File: config.mk
export PLATFORM = sky130hd
export DESIGN_NAME = pipelined_addsub
export DESIGN_NICKNAME = d
export VERILOG_FILES = /design/src/rtl/pipelined_addsub_pkg.sv /design/src/rtl/pipelined_addsub_segment.sv /design/src/rtl/pipelined_addsub.sv
export SDC_FILE = /design/constraint.sdc
export NUM_CORES = 1
export LEC_CHECK = 0
export CAP_MARGIN = 10
export CORE_MARGIN = 1
export CORE_UTILIZATION = 41
export CTS_BUF_LIST = sky130_fd_sc_hd__clkbuf_4 sky130_fd_sc_hd__clkbuf_8
export DETAILED_ROUTE_END_ITERATION = 10
export HOLD_SLACK_MARGIN = 0.08
export SKIP_CTS_REPAIR_TIMING = 1
export SLEW_MARGIN = 10
export SYNTH_ARGS = -nofsm -noshare
export SYNTH_HDL_FRONTEND = slang
export SYNTH_HIERARCHICAL = 1
export SYNTH_SLANG_ARGS = --single-unit
File: constraint.sdc
create_clock -name clk -period 2.15 [get_ports clk]
set_input_delay 0.645 -clock clk [delete_from_list [all_inputs] [get_ports clk]]
set_output_delay 0.645 -clock clk [all_outputs]
set_load 0.1 [all_outputs]
File: src/rtl/pipelined_addsub_pkg.sv
// Shared definitions for the segment-pipelined adder/subtractor.
// Optional feature macro: SATURATE_EN (clamp out_sum on signed overflow).
package pipelined_addsub_pkg;

    localparam logic OP_ADD = 1'b0;
    localparam logic OP_SUB = 1'b1;

    // Per-stage control payload travelling with the operand/sum vectors.
    // carry: carry into the next segment (carry-out of the last one at the end)
    // a_msb/b_msb: sign bits of A and effective B, kept for the overflow check
    typedef struct packed {
        logic carry;
        logic a_msb;
        logic b_msb;
    } stage_ctrl_t;

endpackage

File: src/rtl/pipelined_addsub_segment.sv
// SEG-bit combinational slice adder: {cout, sum} = a + b + cin.
module pipelined_addsub_segment #(
    parameter int SEG = 4
) (
    input  logic [SEG-1:0] a,
    input  logic [SEG-1:0] b,
    input  logic           cin,
    output logic [SEG-1:0] sum,
    output logic           cout
);

    assign {cout, sum} = {1'b0, a} + {1'b0, b} + {{SEG{1'b0}}, cin};

endmodule

File: src/rtl/pipelined_addsub.sv
// Segment-pipelined two's-complement adder/subtractor with valid/ready streaming.
// Stage k resolves bits [k*SEG +: SEG]; full operands ride along so upper slices
// are naturally skewed forward and finished lower slices naturally delayed.
// Optional feature macro: SATURATE_EN (clamp result on signed overflow).
module pipelined_addsub
    import pipelined_addsub_pkg::*;
#(
    parameter int N   = 16,
    parameter int SEG = 4
) (
    input  logic         clk,
    input  logic         rst_n,
    input  logic         in_valid,
    output logic         in_ready,
    input  logic [N-1:0] in_a,
    input  logic [N-1:0] in_b,
    input  logic         in_c,
    input  logic         in_op,
    output logic         out_valid,
    input  logic         out_ready,
    output logic [N-1:0] out_sum,
    output logic         out_c,
    output logic         out_ovf,
    output logic         out_zero
);

    localparam int STAGES = N / SEG;
    localparam int LAST   = STAGES - 1;

    // Stage registers
    logic [STAGES-1:0] vld_q, vld_d;
    logic [N-1:0]      a_q   [STAGES];
    logic [N-1:0]      a_d   [STAGES];
    logic [N-1:0]      b_q   [STAGES];
    logic [N-1:0]      b_d   [STAGES];
    logic [N-1:0]      sum_q [STAGES];
    logic [N-1:0]      sum_d [STAGES];
    stage_ctrl_t       ctrl_q[STAGES];
    stage_ctrl_t       ctrl_d[STAGES];
    logic              ovf_q, ovf_d;
    logic              zero_q, zero_d;

    // Per-stage sources (input port for stage 0, previous stage register otherwise)
    logic [N-1:0]      src_a   [STAGES];
    logic [N-1:0]      src_b   [STAGES];
    logic [N-1:0]      src_sum [STAGES];
    stage_ctrl_t       src_ctrl[STAGES];
    logic [STAGES-1:0] src_vld;

    // Segment adder hookup
    logic [SEG-1:0]    seg_a  [STAGES];
    logic [SEG-1:0]    seg_b  [STAGES];
    logic [SEG-1:0]    seg_sum[STAGES];
    logic [STAGES-1:0] seg_cin;
    logic [STAGES-1:0] seg_cout;

    // Stage load enables
    logic [STAGES-1:0] ld;

`ifdef SATURATE_EN
    function automatic logic [N-1:0] saturate(input logic [N-1:0] s, input logic ovf,
                                              input logic a_msb);
        logic [N-1:0] r;
        r = s;
        if (ovf) begin
            r = a_msb ? {1'b1, {(N-1){1'b0}}} : {1'b0, {(N-1){1'b1}}};
        end
        return r;
    endfunction
`endif

    // Stage k advances unless it and every stage after it are full and the sink stalls
    always_comb begin
        logic [STAGES-1:0] mask;
        ld = '0;
        for (int k = 0; k < STAGES; k++) begin
            mask  = {STAGES{1'b1}} << k;
            ld[k] = out_ready || ((vld_q & mask) != mask);
        end
    end

    // Select each stage's source and slice out the segment it resolves
    always_comb begin
        src_a[0]          = in_a;
        src_b[0]          = (in_op == OP_SUB) ? ~in_b : in_b;
        src_sum[0]        = '0;
        src_ctrl[0].carry = (in_op == OP_SUB) ? ~in_c : in_c;
        src_ctrl[0].a_msb = in_a[N-1];
        src_ctrl[0].b_msb = src_b[0][N-1];
        src_vld[0]        = in_valid;
        for (int k = 1; k < STAGES; k++) begin
            src_a[k]    = a_q[k-1];
            src_b[k]    = b_q[k-1];
            src_sum[k]  = sum_q[k-1];
            src_ctrl[k] = ctrl_q[k-1];
            src_vld[k]  = vld_q[k-1];
        end
        for (int k = 0; k < STAGES; k++) begin
            seg_a[k]   = src_a[k][k*SEG +: SEG];
            seg_b[k]   = src_b[k][k*SEG +: SEG];
            seg_cin[k] = src_ctrl[k].carry;
        end
    end

    for (genvar g = 0; g < STAGES; g++) begin : g_seg
        pipelined_addsub_segment #(
            .SEG (SEG)
        ) u_seg (
            .a    (seg_a[g]),
            .b    (seg_b[g]),
            .cin  (seg_cin[g]),
            .sum  (seg_sum[g]),
            .cout (seg_cout[g])
        );
    end

    // Next state: move beats forward, merge the new slice, finish flags in the last stage
    always_comb begin
        logic [N-1:0] raw_sum;
        logic [N-1:0] fin_sum;
        logic         ovf_raw;
        raw_sum = '0;
        fin_sum = '0;
        ovf_raw = 1'b0;
        vld_d   = vld_q;
        a_d     = a_q;
        b_d     = b_q;
        sum_d   = sum_q;
        ctrl_d  = ctrl_q;
        ovf_d   = ovf_q;
        zero_d  = zero_q;
        for (int k = 0; k < STAGES; k++) begin
            vld_d[k] = ld[k] ? src_vld[k] : vld_q[k];
            if (ld[k] && src_vld[k]) begin
                a_d[k]                 = src_a[k];
                b_d[k]                 = src_b[k];
                sum_d[k]               = src_sum[k];
                sum_d[k][k*SEG +: SEG] = seg_sum[k];
                ctrl_d[k]              = src_ctrl[k];
                ctrl_d[k].carry        = seg_cout[k];
            end
        end
        if (ld[LAST] && src_vld[LAST]) begin
            raw_sum = sum_d[LAST];
            ovf_raw = (src_ctrl[LAST].a_msb == src_ctrl[LAST].b_msb) &&
                      (raw_sum[N-1] != src_ctrl[LAST].a_msb);
`ifdef SATURATE_EN
            fin_sum = saturate(raw_sum, ovf_raw, src_ctrl[LAST].a_msb);
`else
            fin_sum = raw_sum;
`endif
            sum_d[LAST] = fin_sum;
            ovf_d       = ovf_raw;
            zero_d      = (fin_sum == '0);
        end
    end

    // Pipeline state; reset clears every stage so in-flight beats are discarded
    always_ff @(posedge clk or negedge rst_n) begin
        if (!rst_n) begin
            vld_q  <= '0;
            ovf_q  <= 1'b0;
            zero_q <= 1'b0;
            for (int k = 0; k < STAGES; k++) begin
                a_q[k]    <= '0;
                b_q[k]    <= '0;
                sum_q[k]  <= '0;
                ctrl_q[k] <= '0;
            end
        end else begin
            vld_q  <= vld_d;
            a_q    <= a_d;
            b_q    <= b_d;
            sum_q  <= sum_d;
            ctrl_q <= ctrl_d;
            ovf_q  <= ovf_d;
            zero_q <= zero_d;
        end
    end

    assign in_ready  = ld[0];
    assign out_valid = vld_q[LAST];
    assign out_sum   = sum_q[LAST];
    assign out_c     = ctrl_q[LAST].carry;
    assign out_ovf   = ovf_q;
    assign out_zero  = zero_q;

endmodule
# Yosys cells after proc, flatten, opt, wreduce, memory -nomap -nowiden
# Cells that the tools add are included.
[op_classes]
add_sub_neg = 8
eq_ne = 5
n_mux = 3
bitwise_logic = 3
n_reduce_logical = 10
[ops]
columns = ["cell", "count"]
rows = [
  ["$mux W16", 2],
  ["$add A4 B4 Y5", 4],
  ["$add A5 B1 Y5", 4],
  ["$logic_not A16 Y1", 1],
  ["$not A16 Y16", 1],
  ["$logic_and A1 B1 Y1", 5],
  ["$logic_or A1 B1 Y1", 4],
  ["$ne A4 B4 Y1 const B", 1],
  ["$ne A3 B3 Y1 const B", 1],
  ["$ne A2 B2 Y1 const B", 1],
  ["$not A1 Y1", 2],
  ["$eq A1 B1 Y1", 1],
  ["$mux W1", 1],
  ["$ne A1 B1 Y1", 1],
]
[word_totals]
reg_bits = 152
in_bits = 38
out_inout_bits = 21
wordCells = 55

# Logic depth before layout (Yosys ltp)
[logic_depth]
depth_word = 6
ltp_mapped = 10
ltp_nobuf = 8

# Modules after synthesis
# The synthesis kept the hierarchy.
[modules_own_cells]
columns = ["mod", "instances", "cells_each", "area_per_inst_um2", "seq_area_each_um2"]
rows = [
  ["pipelined_addsub", 1, 241, 3901.2, 2452.4],
  ["pipelined_addsub_segment", 4, 16, 143.9, 0.0],
]

# Worst setup path before layout
# Ideal clock, no wire load.
[synth_path]
kind = "reg2out"
from = "reg vld_q[3]"
to = "out in_ready"
arrival_time_ns = 1.865
required_ns = 1.505
setup_slack_ns = -0.360
path_stages_with_launch = 3
path_buffers = 0
path_cell_list = "dfrtp_1 > and4b_1 > nand2_1"
[synth_via]
elab_chain_len = 2
[synth_lines]
columns = ["element", "line_no", "text"]
rows = [
  ["start: declaration", "pipelined_addsub.sv:31", "logic [STAGES-1:0] vld_q, vld_d;"],
  ["start signal: assignment", "pipelined_addsub.sv:171", "vld_q <= vld_d;"],
  ["$ne A4 B4 Y1", "pipelined_addsub.sv:78", "ld[k] = out_ready || ((vld_q & mask) != mask);"],
  ["$logic_or A1 B1 Y1", "pipelined_addsub.sv:78", ""],
  ["end: declaration", "pipelined_addsub.sv:14", "output logic in_ready,"],
]
# Every way passes these cells.

# Final worst setup path
[layout_path]
from = "in in_a[0]"
to = "reg ctrl_q[11] in the netlist's numbering"
[layout_via]
elab_chain_len = 2
[layout_lines]
columns = ["element", "line_no", "text"]
rows = [
  ["start: declaration", "pipelined_addsub.sv:15", "input logic [N-1:0] in_a,"],
  ["$add A4 B4 Y5", "pipelined_addsub_segment.sv:12", "assign {cout, sum} = {1'b0, a} + {1'b0, b} + {{SEG{1'b0}}, cin};"],
  ["$add A5 B1 Y5", "pipelined_addsub_segment.sv:12", ""],
  ["via seg_cout[0]", "pipelined_addsub.sv:55", "logic [STAGES-1:0] seg_cout;"],
  ["end signal: assignment", "pipelined_addsub.sv:175", "ctrl_q <= ctrl_d;"],
  ["end: declaration", "pipelined_addsub.sv:38", "stage_ctrl_t ctrl_q[STAGES];"],
]
# The timed path passes the listed nets, and every way through them passes these cells.
# A chain may end at the register's enable or synchronous reset.

==> results.toml <==
[worst_setup_path]
ff2ff_setup_slack_ns = 0.24
cp-startpoint = "in_a[0]"
crit_chain = "clkdlybuf4s50_1 -> fa_2 -> inv_2 -> fa_2 -> nor2b_1 -> o21ai_1 -> nand2b_1 -> mux2_2"
cp_slowest_cell = "clkdlybuf4s50_1"
worst_setup_path_end_kind = "flop"
critical_path.top_delay_family = "adder cells"
cp-start-kind = "input port"
cpMostUsedCell = "fa_2"
timing.rr.start = "a_q[28]"
crit_end = "ctrl_q[11]"
critical_path_arrival_ns = 2.25
regToRegEndpoint = "out_zero"
cp.depth = 8
r2r_cells = 7
critPathKind = "input port to flop"
cp.required_ns = 2.39
slowest_delay_ns = 0.43
cp_max_fo = 2
cp.buffers_inverters = 2

[finish]
multi_input_area_um2 = 1917
area_growth_pct = 27.81
antenna_cells = 0
post-route-util = 0.5469
final_cell_mix = "dfrtp_1, mux2_2, clkdlybuf4s50_1"
drive_gt1_frac = 0.4048
final_cells = 514
mostFrequentLayoutCell = "dfrtp_1"
register_area_um2 = 2454
fillers = 952
fin_nets = 431

[timing]
fin_crit_sh = 0.9324
tightest_slew_ns = 0.5077
report.final.slew_viol_count = 0
fin_ws_ns = 0.1452
skew_ns = 0.005923
rsz0062_at_grt = "false"
max_freq_ghz = 0.4988
tns_ns = 0
hold_violations = 0
finalSetupViolCount = 0
slew-limit-headroom = 0.6616
period_needed_ns = 2.005
hold_ws_ns = 0.3353

[global_routing]
antenna_found_initial = 0
grt_overflow = 0
grt_pass1_vias = 2445
grt_pass1_wl_mm = 12.31
grtUsageTotal = 0.1391
grt_max_degree = 99

[clock_network]
cts_max_path_buffers = 2
numClockSinks = 98
h-tree-depth = 3
clkSlewWorstSetupHoldPaths_ns = 0.09
clk_latency_ns = 0.35
cts-root-buf = "clkbuf_8"
cts_inserted_buffers = 9
cts_tree = "built"

[yosys]
ys_ff_latch = 98
synth_mux_area_frac = 0.2446
yosysUniqueCellTypes = 26
seq_area_frac_synth = 0.5478
synth-compound-area-share = 0.02292
syn_inst = 305
syn_avg_cell_area_um2 = 14.68
synth_xor_area_frac = 0.04891
netlist_area_um2 = 4477
synthAdderAreaFrac = 0.06931
ys_warn_count = 6
synth_top_family_by_area = "multiplexers"
synthesis.nets = 363
yosys.area_share.simple = 0.03717

[floorplan]
die_h_um = 106.5
pin_count = 59
num_rows = 37
dieArea_um2 = 11340
core_area_um2 = 10460
start_util = 0.4279
die_x_um = 106.5

[drt]
detail_route.wl_per_cell_um = 13.67
drc_errors = 0
drtAntennaViolNets = 0
vias = 2450
first_pass_iters = 3
routed_via_density = 4.767
drt_iter0_drc = 31
finalWirelength_mm = 7.024

[outcome]
outcome = "finished, final reports clean"

[power_and_ir_drop]
power.share.switching = 0.4045
p_clk_frac = 0.136
p_int_uw = 4837
p_sw_uw = 3286
leakagePower_uw = 0.002543
combPwrFrac = 0.488
power_frac_seq = 0.375
irDropWorstVdd_mv = 0.9288
powerDensity_nw_per_um2 = 1420

[placed_design]
place_inst = 497
gp_routability_congestion = 0.6945
dp_hpwl_mm = 5.118
dp_slack_ns = -0.5185
io_buffers = 58

[worst_hold_path]
hold_path.class = "input port to async pin"

[flow_run]
drv_cap = 0
-- metrics by stage --
stage	cell area, µm²	power (µW)
floorplan	4516	5685
global route	5722	8638
CTS	5700	8267
finish	5722	8123
global placement	5512	7027
detailed placement	5512	7125
-- how the worst min path moves through the flow --
stage / startpoint / endpoint / slack, ns / cells after the start
CTS: rst_n / src_sum[19] / 0.35 / 2
finish: rst_n / src_sum[35] / 0.34 / 2
detailed placement: b_q[60] / b_q[44] / 0.49 / 1
floorplan: rst_n / a_q[28] / 0.35 / 0
global placement: vld_q[1] / vld_q[2] / 0.48 / 1
global route: rst_n / ctrl_q[11] / 0.38 / 2
-- state kept, by name, summed over array words and instances (netlist names) --
signal / count
vld_q: 4
out_c: 1
b_q: 24
out_ovf: 1
out_zero: 1
a_q: 24
ctrl_q: 3
out_sum: 16
src_sum: 24
-- logic make-up after synthesis --
| family | count (synthesis) |
|---|---|
| AOI/OAI and AO/OA | 14 |
| adders and majority gates | 20 |
| DFF | 98 |
| xor gates and xnor gates | 25 |
| muxes | 94 |
| and+or+nand+nor | 27 |
| buffers and inverters | 27 |
-- power by group through the flow --
stage               registers [µW]  logic [µW]  clock network (µW)
finish                        3050        3970                1110
global route                  3160        4240                1240
CTS                           3060        4030                1170
detailed placement            3110        4020                   0
global placement              3080        3950                   0
floorplan                     4110        1580                   0
-- routing by layer --
layer,up-vias,GRT usage,share of wire
met5,-,0,0
met4,0,0.06751,0.019
met3,8,0.02759,0.028
met2,42,0.2032,0.44
met1,1213,0.1978,0.51
li1,1187,-,-
-- synthesized netlist by cell type --
master / number / area, µm²
a21boi_2: 1 / 11.26
a21o_1: 4 / 30.03
a21oi_2: 4 / 35.03
and4b_1: 1 / 10.01
buf_2: 6 / 30.03
buf_4: 2 / 15.01
buf_6: 2 / 22.52
dfrtp_1: 98 / 2452
fa_1: 8 / 160.2
ha_1: 12 / 150.1
inv_1: 17 / 63.81
mux2_2: 83 / 934.7
mux2_4: 10 / 150.1
mux2i_1: 1 / 10.01
nand2_1: 4 / 15.01
nand2_2: 1 / 6.260
nand2b_1: 10 / 62.56
nand3b_1: 1 / 7.510
nand4_1: 1 / 6.260
nand4b_1: 1 / 8.760
nor2b_1: 4 / 25.02
nor4_1: 4 / 25.02
o21ai_0: 4 / 20.02
o22ai_1: 1 / 6.260
xnor2_1: 8 / 70.07
xor2_1: 17 / 148.9
-- final cells by class --
class | count | area share
tap | 136 | 0.02974
clock inverter | 5 | 0.006560
timing repair buffer | 67 | 0.1623
inverter | 17 | 0.01115
clock buffer | 11 | 0.02646
multi-input combinational | 180 | 0.3350
sequential | 98 | 0.4288
-- worst register-to-register path: cells and delay by family, from the launching register on --
kind	cells	cell delay, ns
xor gates and xnor gates	1	0.09
buffers and inverters	1	0.09
adders and majority gates	2	0.66
DFF	1	0.41
muxes	1	0.14
and+or+nand+nor	2	0.46
No activity file was read; power rests on OpenSTA's default activity.
